### src/rtl/demo_top.sv
// Self-contained stream demo: an incrementing producer feeds a periodically stalling
// consumer that tracks transfer count, checksum, last word and ordering errors.
module demo_top #(
  parameter int DATA_WIDTH   = 8,
  parameter int SUM_WIDTH    = 16,
  parameter int CNT_WIDTH    = 16,
  parameter int STALL_PERIOD = 4
) (
  input  logic                  i_clk,
  input  logic                  i_async_rst_n,
  output logic [CNT_WIDTH-1:0]  o_xfer_cnt,
  output logic [SUM_WIDTH-1:0]  o_sum,
  output logic [DATA_WIDTH-1:0] o_last_data,
  output logic                  o_err
);

  localparam int PHASE_WIDTH = (STALL_PERIOD > 2) ? $clog2(STALL_PERIOD) : 1;
  localparam logic [PHASE_WIDTH-1:0] PHASE_LAST = PHASE_WIDTH'(STALL_PERIOD - 1);
  localparam logic [CNT_WIDTH-1:0]   CNT_MAX    = {CNT_WIDTH{1'b1}};

  logic                   p_valid_reg;
  logic [DATA_WIDTH-1:0]  p_data_reg;
  logic [PHASE_WIDTH-1:0] phase_reg;
  logic [DATA_WIDTH-1:0]  exp_reg;

  // Link between producer and consumer.
  logic                  valid;
  logic                  ready;
  logic [DATA_WIDTH-1:0] data;
  logic                  xfer;

  assign valid = p_valid_reg;
  assign data  = p_data_reg;
  assign ready = (phase_reg != PHASE_LAST);
  assign xfer  = valid && ready;

  always_ff @(posedge i_clk or negedge i_async_rst_n) begin
    if (!i_async_rst_n) begin
      p_valid_reg <= 1'b0;
      p_data_reg  <= '0;
    end else begin
      p_valid_reg <= 1'b1;
      if (xfer) begin
        p_data_reg <= p_data_reg + DATA_WIDTH'(1);
      end
    end
  end

  // Ready pattern: one stall cycle at the end of every period.
  always_ff @(posedge i_clk or negedge i_async_rst_n) begin
    if (!i_async_rst_n) begin
      phase_reg <= '0;
    end else if (phase_reg == PHASE_LAST) begin
      phase_reg <= '0;
    end else begin
      phase_reg <= phase_reg + PHASE_WIDTH'(1);
    end
  end

  always_ff @(posedge i_clk or negedge i_async_rst_n) begin
    if (!i_async_rst_n) begin
      o_xfer_cnt  <= '0;
      o_sum       <= '0;
      o_last_data <= '0;
      o_err       <= 1'b0;
      exp_reg     <= '0;
    end else if (xfer) begin
      if (o_xfer_cnt != CNT_MAX) begin
        o_xfer_cnt <= o_xfer_cnt + CNT_WIDTH'(1);
      end
      o_sum       <= o_sum + SUM_WIDTH'(data);
      o_last_data <= data;
      // exp wraps exactly like the producer, so rollover is not a mismatch.
      if (data != exp_reg) begin
        o_err <= 1'b1;
      end
      exp_reg <= exp_reg + DATA_WIDTH'(1);
    end
  end

endmodule

### config.mk
export PLATFORM = sky130hd
export DESIGN_NAME = demo_top
export DESIGN_NICKNAME = d
export VERILOG_FILES = /design/src/rtl/demo_top.sv
export SDC_FILE = /design/constraint.sdc
export NUM_CORES = 1
export LEC_CHECK = 0
export BUFFER_PORTS_ARGS = -buffer_cell sky130_fd_sc_hd__buf_2
export CAP_MARGIN = 20
export CORE_MARGIN = 3
export CORE_UTILIZATION = 57
export CTS_CLUSTER_SIZE = 24
export DETAILED_ROUTE_END_ITERATION = 8
export MAX_ROUTING_LAYER = met4
export PLACE_DENSITY_LB_ADDON = 0.12
export SYNTH_ARGS = -nofsm -noshare
export SYNTH_HDL_FRONTEND = slang
export SYNTH_SLANG_ARGS = --single-unit
### constraint.sdc
create_clock -name i_clk -period 2.3 [get_ports i_clk]
set_input_delay 0.23 -clock i_clk [delete_from_list [all_inputs] [get_ports i_clk]]
set_output_delay 0.23 -clock i_clk [all_outputs]
set_load 0.02 [all_outputs]
# Word level (Yosys, flattened, before mapping)

Cells that the tools add are included.

Flip-flop bits (word level): 60
Latch bits: 0
RAM bits: 0
ROM bits: 0
Output and inout bits: 41
Logic and storage cells: 21
Memories kept: 0

$add $sub $neg: 5
Multipliers: 0
Divide/modulo/power cells: 0
Order comparisons: 0
Eq/ne operators: 4
Shifts and indexed selects: 0
Muxes and demuxes: 1
Bitwise operators: 0
Reductions and logical operators: 3

Operators with widths:

| cell                  | number |
|---|---|
| $add 16x1->16 const B | 1 |
| $add 16x8->16         | 1 |
| $add 8x1->8 const B   | 2 |
| $ne 16x16->1 const B  | 1 |
| $ne 8x8->1            | 1 |
| $reduce_and 2->1      | 2 |
| $add 2x1->2 const B   | 1 |
| $eq 2x2->1 const B    | 1 |
| $mux 2                | 1 |
| $ne 2x2->1 const B    | 1 |
| $logic_and 1x1->1     | 1 |

# Longest topological paths before layout

Gate-level depths: netlist of the first run.

Depth in word-level cells: 3
Gate-level depth with buffers: 7
Depth with buffers taken out: 7

# Worst setup path before layout of the first run

OpenSTA, ideal clock, no wires.

Path kind: register to register
From: register o_sum[0]
To: register o_sum[6]
Data arrival time: 1777 ps
Data required time: 2173 ps
Path slack: 396 ps
Stages on the path, launching flop included: 8
Cells stage by stage: dfrtp_1 > ha_1 > fa_1 > a21oi_1 > o21ai_2 > a21oi_1 > xor2_1 > o21ai_0

Cells in the longest elaborated chain, start to end: 1

Ends and longest elaborated chain:

| what                   | line | RTL |
|---|---|---|
| start, declared        | 12   | `output logic [SUM_WIDTH-1:0] o_sum,` |
| start signal, assigned | 71   | `o_sum <= o_sum + SUM_WIDTH'(data);` |
| $add 16x8->16          | 71   |  |

Every way passes these cells.
A chain may end at the register's enable or synchronous reset.

# Worst setup path after layout of the first run

From: register p_data_reg[0] (netlist: data[0])
To: register o_sum[6]

Cells in the longest elaborated chain, start to end: 1

Ends and longest elaborated chain:

| what                   | line | RTL |
|---|---|---|
| start, declared        | 22   | `logic [DATA_WIDTH-1:0] p_data_reg;` |
| start signal, assigned | 44   | `p_data_reg <= p_data_reg + DATA_WIDTH'(1);` |
| $add 16x8->16          | 71   |  |

Every way passes these cells.

==> impl_metrics.py, run 1 <==
metrics = {
    "grt": {
        "grt_overflow": 0,
        "antenna_found_initial": 0,
        "first_global_vias": 2258,
        "grt.total_usage": 0.229,
        "grt_pass1_wl_um": 10800,
        "grt_max_degree": 43,
    },
    "setup_path": {
        "critPathMostFrequentCell": "a21oi_1",
        "worstPathMaxFanout": 6,
        "path_cells": "ha_1, fa_1, a21oi_1, o21ai_2, a21oi_1, xor2_1, o21ai_0",
        "start_kind": "flop",
        "crit_path_end_kind": "flop",
        "crit_type": "flop to flop",
        "r2r_slack_ps": 280,
        "r2r-start": "data[0]",
        "cp-startpoint": "data[0]",
        "crit_family": "adder cells",
        "cp.arrival_ps": 2230,
        "slowest_delay_ps": 450,
        "ff2ff_path_depth": 7,
        "cpMaxStageDelayCell": "dfrtp_1",
        "path_buf_inv": 0,
        "timing.rr.end": "o_sum[6]",
        "required_ps": 2510,
    },
    "detailed_routing": {
        "wirelength_um": 6480,
        "vias": 2411,
        "drc_errors": 0,
        "dr.pass1.iters": 4,
        "routedWlPerCell_um": 14.8,
        "drtIter0Drc": 109,
        "vias_per_cell": 5.49,
        "ant_nets": 0,
    },
    "clocking": {
        "cts-htree-levels": 3,
        "cts_tree": "done",
        "clkLatencyLatePin_ps": 340,
        "clockBufferDepth": 2,
        "clockRootBuffer": "clkbuf_8",
        "clock_sinks": 60,
        "cts_buffers": 9,
        "clkTransAtPathRegs_ps": 70,
    },
    "floorplan": {
        "dieHeight_um": 79.7,
        "num_rows": 26,
        "coreArea_um2": 5170,
        "die_area_um2": 6350,
        "die-width_um": 79.7,
        "ioPinCount": 43,
        "initial_core_util": 0.598,
    },
    "pwr": {
        "power_density_nw_per_um2": 1090,
        "peakVddDrop_mv": 0.766,
        "finalPower_uw": 3900,
        "p_leak_uw": 0.00168,
    },
    "sta": {
        "layout_min_cycle_time_ps": 2020,
        "clock.fmax_mhz": 495,
        "clock_skew_ps": 5.36,
        "slew_viol_final": 0,
        "setup_violations": 0,
        "min_period_over_period": 0.879,
        "tns_ps": 0,
        "rsz0062_at_grt": "false",
        "hold_viol": 0,
    },
    "finish": {
        "nFillCells": 406,
        "fin_area_um2": 3590,
        "layout-drive-gt1-share": 0.203,
        "multiInputGateArea_um2": 1530,
        "regArea_um2": 1500,
        "stdcell_count": 439,
        "top_regs": "o_sum x16, o_xfer_cnt x16",
        "num_antenna_cells": 0,
        "area_growth_pct": 15.9,
        "fin_nets": 379,
        "final_util": 0.693,
    },
    "logic_synthesis": {
        "synth_cell_types": 47,
        "ys_ff_latch": 60,
        "async_reset_ff_frac": 1.00,
        "synth_edf_count": 0,
        "syn_avg_cell_area_um2": 9.89,
        "syn_inst": 313,
        "syn_nets": 328,
        "synth_warnings": 0,
        "synth.yosys.seq_area_share": 0.485,
        "synth_flop_cell": "dfrtp_1",
        "netlist_area_um2": 3090,
    },
    "placement": {
        "postPlaceCellArea_um2": 3410,
        "io_buffers": 42,
        "dp_cells": 422,
        "dpl.hpwl_um": 4610,
        "gp_congestion": 0.862,
    },
    "worst_hold_path": {
        "hp-class": "input port to async pin",
    },
    "status": {
        "status": "finished clean",
    },
    "flow_run": {
        "max-cap-violations": 0,
    },
}
through the flow:
step           worst slack (ps)  hold WS, ps
6_report                    279          370
5_1_grt                     151          406
4_1_cts                     299          377
3_5_place_dp                314          207
3_3_place_gp                344          200
2_1_floorplan               396        -65.6
cells by family (layout without fill, tap and decap cells):
group / after synthesis / in the layout / share of synthesized area
buffers and inverters: 16 / 72 / 0.0214
AND/OR/NAND/NOR: 142 / 142 / 0.233
multiplexers: 3 / 3 / 0.0101
adder cells (fa/ha/maj): 13 / 13 / 0.0550
other: 1 / 1 / 0.00121
flip-flops: 60 / 60 / 0.485
AO/OA/AOI/OAI: 35 / 35 / 0.0728
XOR/XNOR: 43 / 43 / 0.122
area by class of cell:
type / instances / share of cell area
Sequential cell: 60 / 0.419
Clock inverter: 2 / 0.00279
Multi-Input combinational cell: 237 / 0.426
Inverter: 6 / 0.00628
Tap cell: 70 / 0.0244
Clock buffer: 14 / 0.0426
Timing Repair Buffer: 50 / 0.0796
cells in the final DEF, fill, tap and decap left out, types with 10 or more instances in the layout:
cell / Yosys / final
nand3_1: 20 / 20
buf_2: 4 / 42
nand2_1: 61 / 61
dfrtp_1: 60 / 60
a21oi_1: 12 / 12
xnor2_1: 35 / 35
nand4_1: 11 / 11
ha_1: 12 / 12
clkbuf_8: 0 / 10
nor2_1: 19 / 19
worst max path at each step:
stage	depth (start not counted)	slack, ps	endpoint
2_1_floorplan	7	400	o_sum[6]
3_3_place_gp	7	340	o_sum[6]
3_5_place_dp	7	310	o_sum[6]
4_1_cts	7	300	o_sum[6]
5_1_grt	7	150	o_sum[6]
6_report	7	280	o_sum[6]
power by group:
group | switching (uW) | total (uW) | internal (uW)
logic | 837 | 1450 | 611
clock network | 393 | 811 | 419
registers | 324 | 1640 | 1320
total | 1550 | 3900 | 2350
cells in the mapped netlist (2+ instances only):
master | count | area (um2)
nand2_1 | 61 | 229
dfrtp_1 | 60 | 1500
xnor2_1 | 35 | 307
nand3_1 | 20 | 100
nor2_1 | 19 | 71.3
a21oi_1 | 12 | 60.1
ha_1 | 12 | 150
nand4_1 | 11 | 68.8
o21ai_0 | 8 | 40.0
xor2_1 | 8 | 70.1
inv_1 | 6 | 22.5
buf_2 | 4 | 20.0
clkbuf_1 | 4 | 15.0
a31oi_1 | 3 | 18.8
and3_1 | 3 | 18.8
nand2_2 | 3 | 18.8
nor3_1 | 3 | 15.0
a32o_1 | 2 | 20.0
a41oi_1 | 2 | 17.5
and4_4 | 2 | 22.5
mux2i_1 | 2 | 20.0
nand2b_1 | 2 | 12.5
nor2b_1 | 2 | 12.5
nor3_2 | 2 | 20.0
nor4_1 | 2 | 12.5
o21ai_1 | 2 | 10.0
o311a_1 | 2 | 20.0
or4_1 | 2 | 15.0
metal layers:
layer	vias up	wire [um]	GRT usage
met5	-	0	-
met4	0	116	0.112
li1	1180	-	-
met3	11	305	0.0463
met2	64	3060	0.339
met1	1156	2990	0.303
repair_timing:
action / CTS / global route
endpoints found under the hold margin: 18 / 0
buffers inserted: 0 / 0
resized for setup: 0 / 0
hold buffers: 1 / 0
Note: power is estimated with default switching activity, not from simulation.
==> run 2: changes to the inputs <==
ABC_AREA = 1   (was not set)
CORE_UTILIZATION = 58   (was 57)
RECOVER_POWER = 50   (was not set)
==> impl_metrics.py, run 2 <==
metrics = {
    "status": {
        "status": "finished clean",
    },
    "detailed_routing": {
        "routedWlPerCell_um": 12.9,
        "dr.pass1.iters": 5,
        "drc_errors": 0,
        "vias_per_cell": 5.11,
        "wirelength_um": 7410,
        "ant_nets": 0,
        "drtIter0Drc": 177,
        "vias": 2941,
    },
    "clocking": {
        "clkTransAtPathRegs_ps": 70,
        "clockBufferDepth": 2,
        "cts_buffers": 9,
        "post_cts_buffers": 0,
        "cts_resized": 0,
        "clockRootBuffer": "clkbuf_8",
        "clock_sinks": 60,
        "clkLatencyLatePin_ps": 340,
        "cts_hold_buf": 1,
        "cts-htree-levels": 3,
        "cts_tree": "done",
    },
    "logic_synthesis": {
        "syn_avg_cell_area_um2": 7.59,
        "synth_top_area_frac": 0.443,
        "netlist_area_um2": 3390,
        "synth_cell_types": 29,
        "ys_ff_latch": 60,
        "ys_top_cells_by_area": "dfrtp_1 44%, nand2_1 20%, xor2_1 5.2%",
        "syn_inst": 447,
        "async_reset_ff_frac": 1.00,
        "synth_warnings": 0,
        "yosys.cell_count.top_type": "nand2_1",
        "yosysTopAreaCell": "dfrtp_1",
        "syn_nets": 462,
        "synth.yosys.seq_area_share": 0.443,
        "synthTopCellsByCount": "184 x nand2_1, 60 x dfrtp_1, 42 x inv_1",
        "synth_flop_cell": "dfrtp_1",
        "synth_edf_count": 0,
    },
    "finish": {
        "top_regs": "o_sum x16, o_xfer_cnt x16",
        "nFillCells": 493,
        "num_antenna_cells": 0,
        "fin_nets": 513,
        "final_cell_mix": "184 x nand2_1, 60 x dfrtp_1, 42 x inv_1",
        "area_growth_pct": 14.4,
        "final_util": 0.696,
        "final_common_cell": "nand2_1",
        "layout-drive-gt1-share": 0.101,
    },
    "sta": {
        "worst-slew-pin-transition_ps": 1380,
        "rsz0062_at_grt": "false",
        "clock.fmax_mhz": 529,
        "clock_skew_ps": 9.26,
        "layout_min_cycle_time_ps": 1890,
        "tns_ps": 0,
        "setup_violations": 0,
        "min_period_over_period": 0.822,
        "slew_headroom": 0.0805,
        "hold_viol": 0,
        "slew_viol_final": 0,
    },
    "pwr": {
        "peakVddDrop_mv": 0.827,
        "p_leak_uw": 0.00198,
        "power_density_nw_per_um2": 1050,
    },
    "setup_path": {
        "required_ps": 2540,
        "timing.rr.end": "o_sum[12]",
        "slowest_delay_ps": 450,
        "ff2ff_path_depth": 10,
        "cp.arrival_ps": 2130,
        "path_cells": "ha_1, fa_1, nand2_1, nand3_1, nand3_1, nand2_1, nand2_1, nand2_1, nand2_1, inv_1",
        "critPathMostFrequentCell": "nand2_1",
        "r2r_slack_ps": 410,
        "crit_cells": 10,
        "start_kind": "flop",
        "path_buf_inv": 1,
        "cpMaxStageDelayCell": "fa_1",
        "crit_type": "flop to flop",
        "worstPathMaxFanout": 5,
        "crit_family": "adder cells",
        "r2r-start": "data[0]",
        "cp-endpoint": "o_sum[12]",
        "cp-startpoint": "data[0]",
        "crit_path_end_kind": "flop",
    },
    "grt": {
        "grt_pass1_wl_um": 12200,
        "grt_max_degree": 39,
        "grt.total_usage": 0.248,
        "antenna_found_initial": 0,
        "grt_overflow": 0,
        "first_global_vias": 2664,
    },
    "placement": {
        "io_buffers": 42,
        "gp_congestion": 0.912,
        "dpl.hpwl_um": 5450,
    },
    "floorplan": {
        "initial_core_util": 0.608,
        "dieHeight_um": 82.5,
        "die-width_um": 82.5,
        "coreArea_um2": 5570,
        "die_area_um2": 6800,
        "num_rows": 27,
        "ioPinCount": 43,
    },
    "worst_hold_path": {
        "hp-class": "flop to flop",
    },
    "flow_run": {
        "max-cap-violations": 0,
    },
}
[run 2: changes by cell type in the layout (fill, tap and decap cells not counted), moves of 9 or more]
cell	change
nand2_1	+123
clkbuf_1	+16
buf_2	-19
inv_1	+36
a21oi_1	-9
xnor2_1	-24
nand3_1	+11
xor2_1	+12
nor2_1	+12
[run 2: layout make-up]
| cell class | count | area [um2] | share of cell area |
|---|---|---|---|
| inverters | 46 | 175 | 0.0452 |
| flip-flops and latches | 60 | 1500 | 0.387 |
| repair buffers | 47 | 239 | 0.0616 |
| clock inverters | 4 | 47.5 | 0.0123 |
| well taps | 72 | 90.1 | 0.0232 |
| clock buffers | 12 | 155 | 0.0400 |
| multi-input cells | 334 | 1670 | 0.431 |
[run 2: worst min path at each step]
stage	cells after the start	start	endpoint	slack, ps
floorplan	0	i_async_rst_n	data[0]	-70
finish	1	phase_reg[0]	phase_reg[0]	440
detailed placement	1	i_async_rst_n	o_sum[15]	260
CTS	2	i_async_rst_n	o_sum[11]	430
global route	1	phase_reg[0]	phase_reg[0]	470
global placement	1	i_async_rst_n	o_sum[15]	260
[run 2: metal layers]
| metal | track usage | vias up | wire length (um) |
|---|---|---|---|
| li1 | - | 1495 | - |
| met1 | 0.318 | 1363 | 3480 |
| met3 | 0.0401 | 12 | 322 |
| met2 | 0.391 | 71 | 3490 |
| met4 | 0.106 | 0 | 114 |
| met5 | - | - | 0 |
[run 2: power by group]
group          internal [uW]  switching, uW  total (uW)
logic                    545            986        1530
clock network            556            412         968
registers               1300            280        1580
total                   2400           1680        4080
[run 2: worst register-to-register path, delay by kind of cell, from the launching register on]
family | cells | cell delay, ps
simple gates | 7 | 610
fa+ha+maj | 2 | 710
flops | 1 | 440
buf+inv | 1 | 30
[run 2: logic make-up after synthesis]
group | after synthesis | share of synthesized area
DFF | 60 | 0.443
AOI/OAI and AO/OA | 21 | 0.0325
and+or+nand+nor | 268 | 0.329
xor gates and xnor gates | 31 | 0.0801
other | 1 | 0.00111
adders and majority gates | 13 | 0.0502
buffers and inverters | 53 | 0.0646
[run 2: per-stage QoR]
stage               setup slack, ps  hold WS (ps)  power [uW]  instances  area (um2)
floorplan                       572         -65.6        2680        447        3390
global placement                460           258        3080        558        3690
detailed placement              419           263        3130        558        3690
CTS                             408           432        4120        575        3900
global route                    238           467        4410        575        3880
finish                          410           437        4080        575        3880
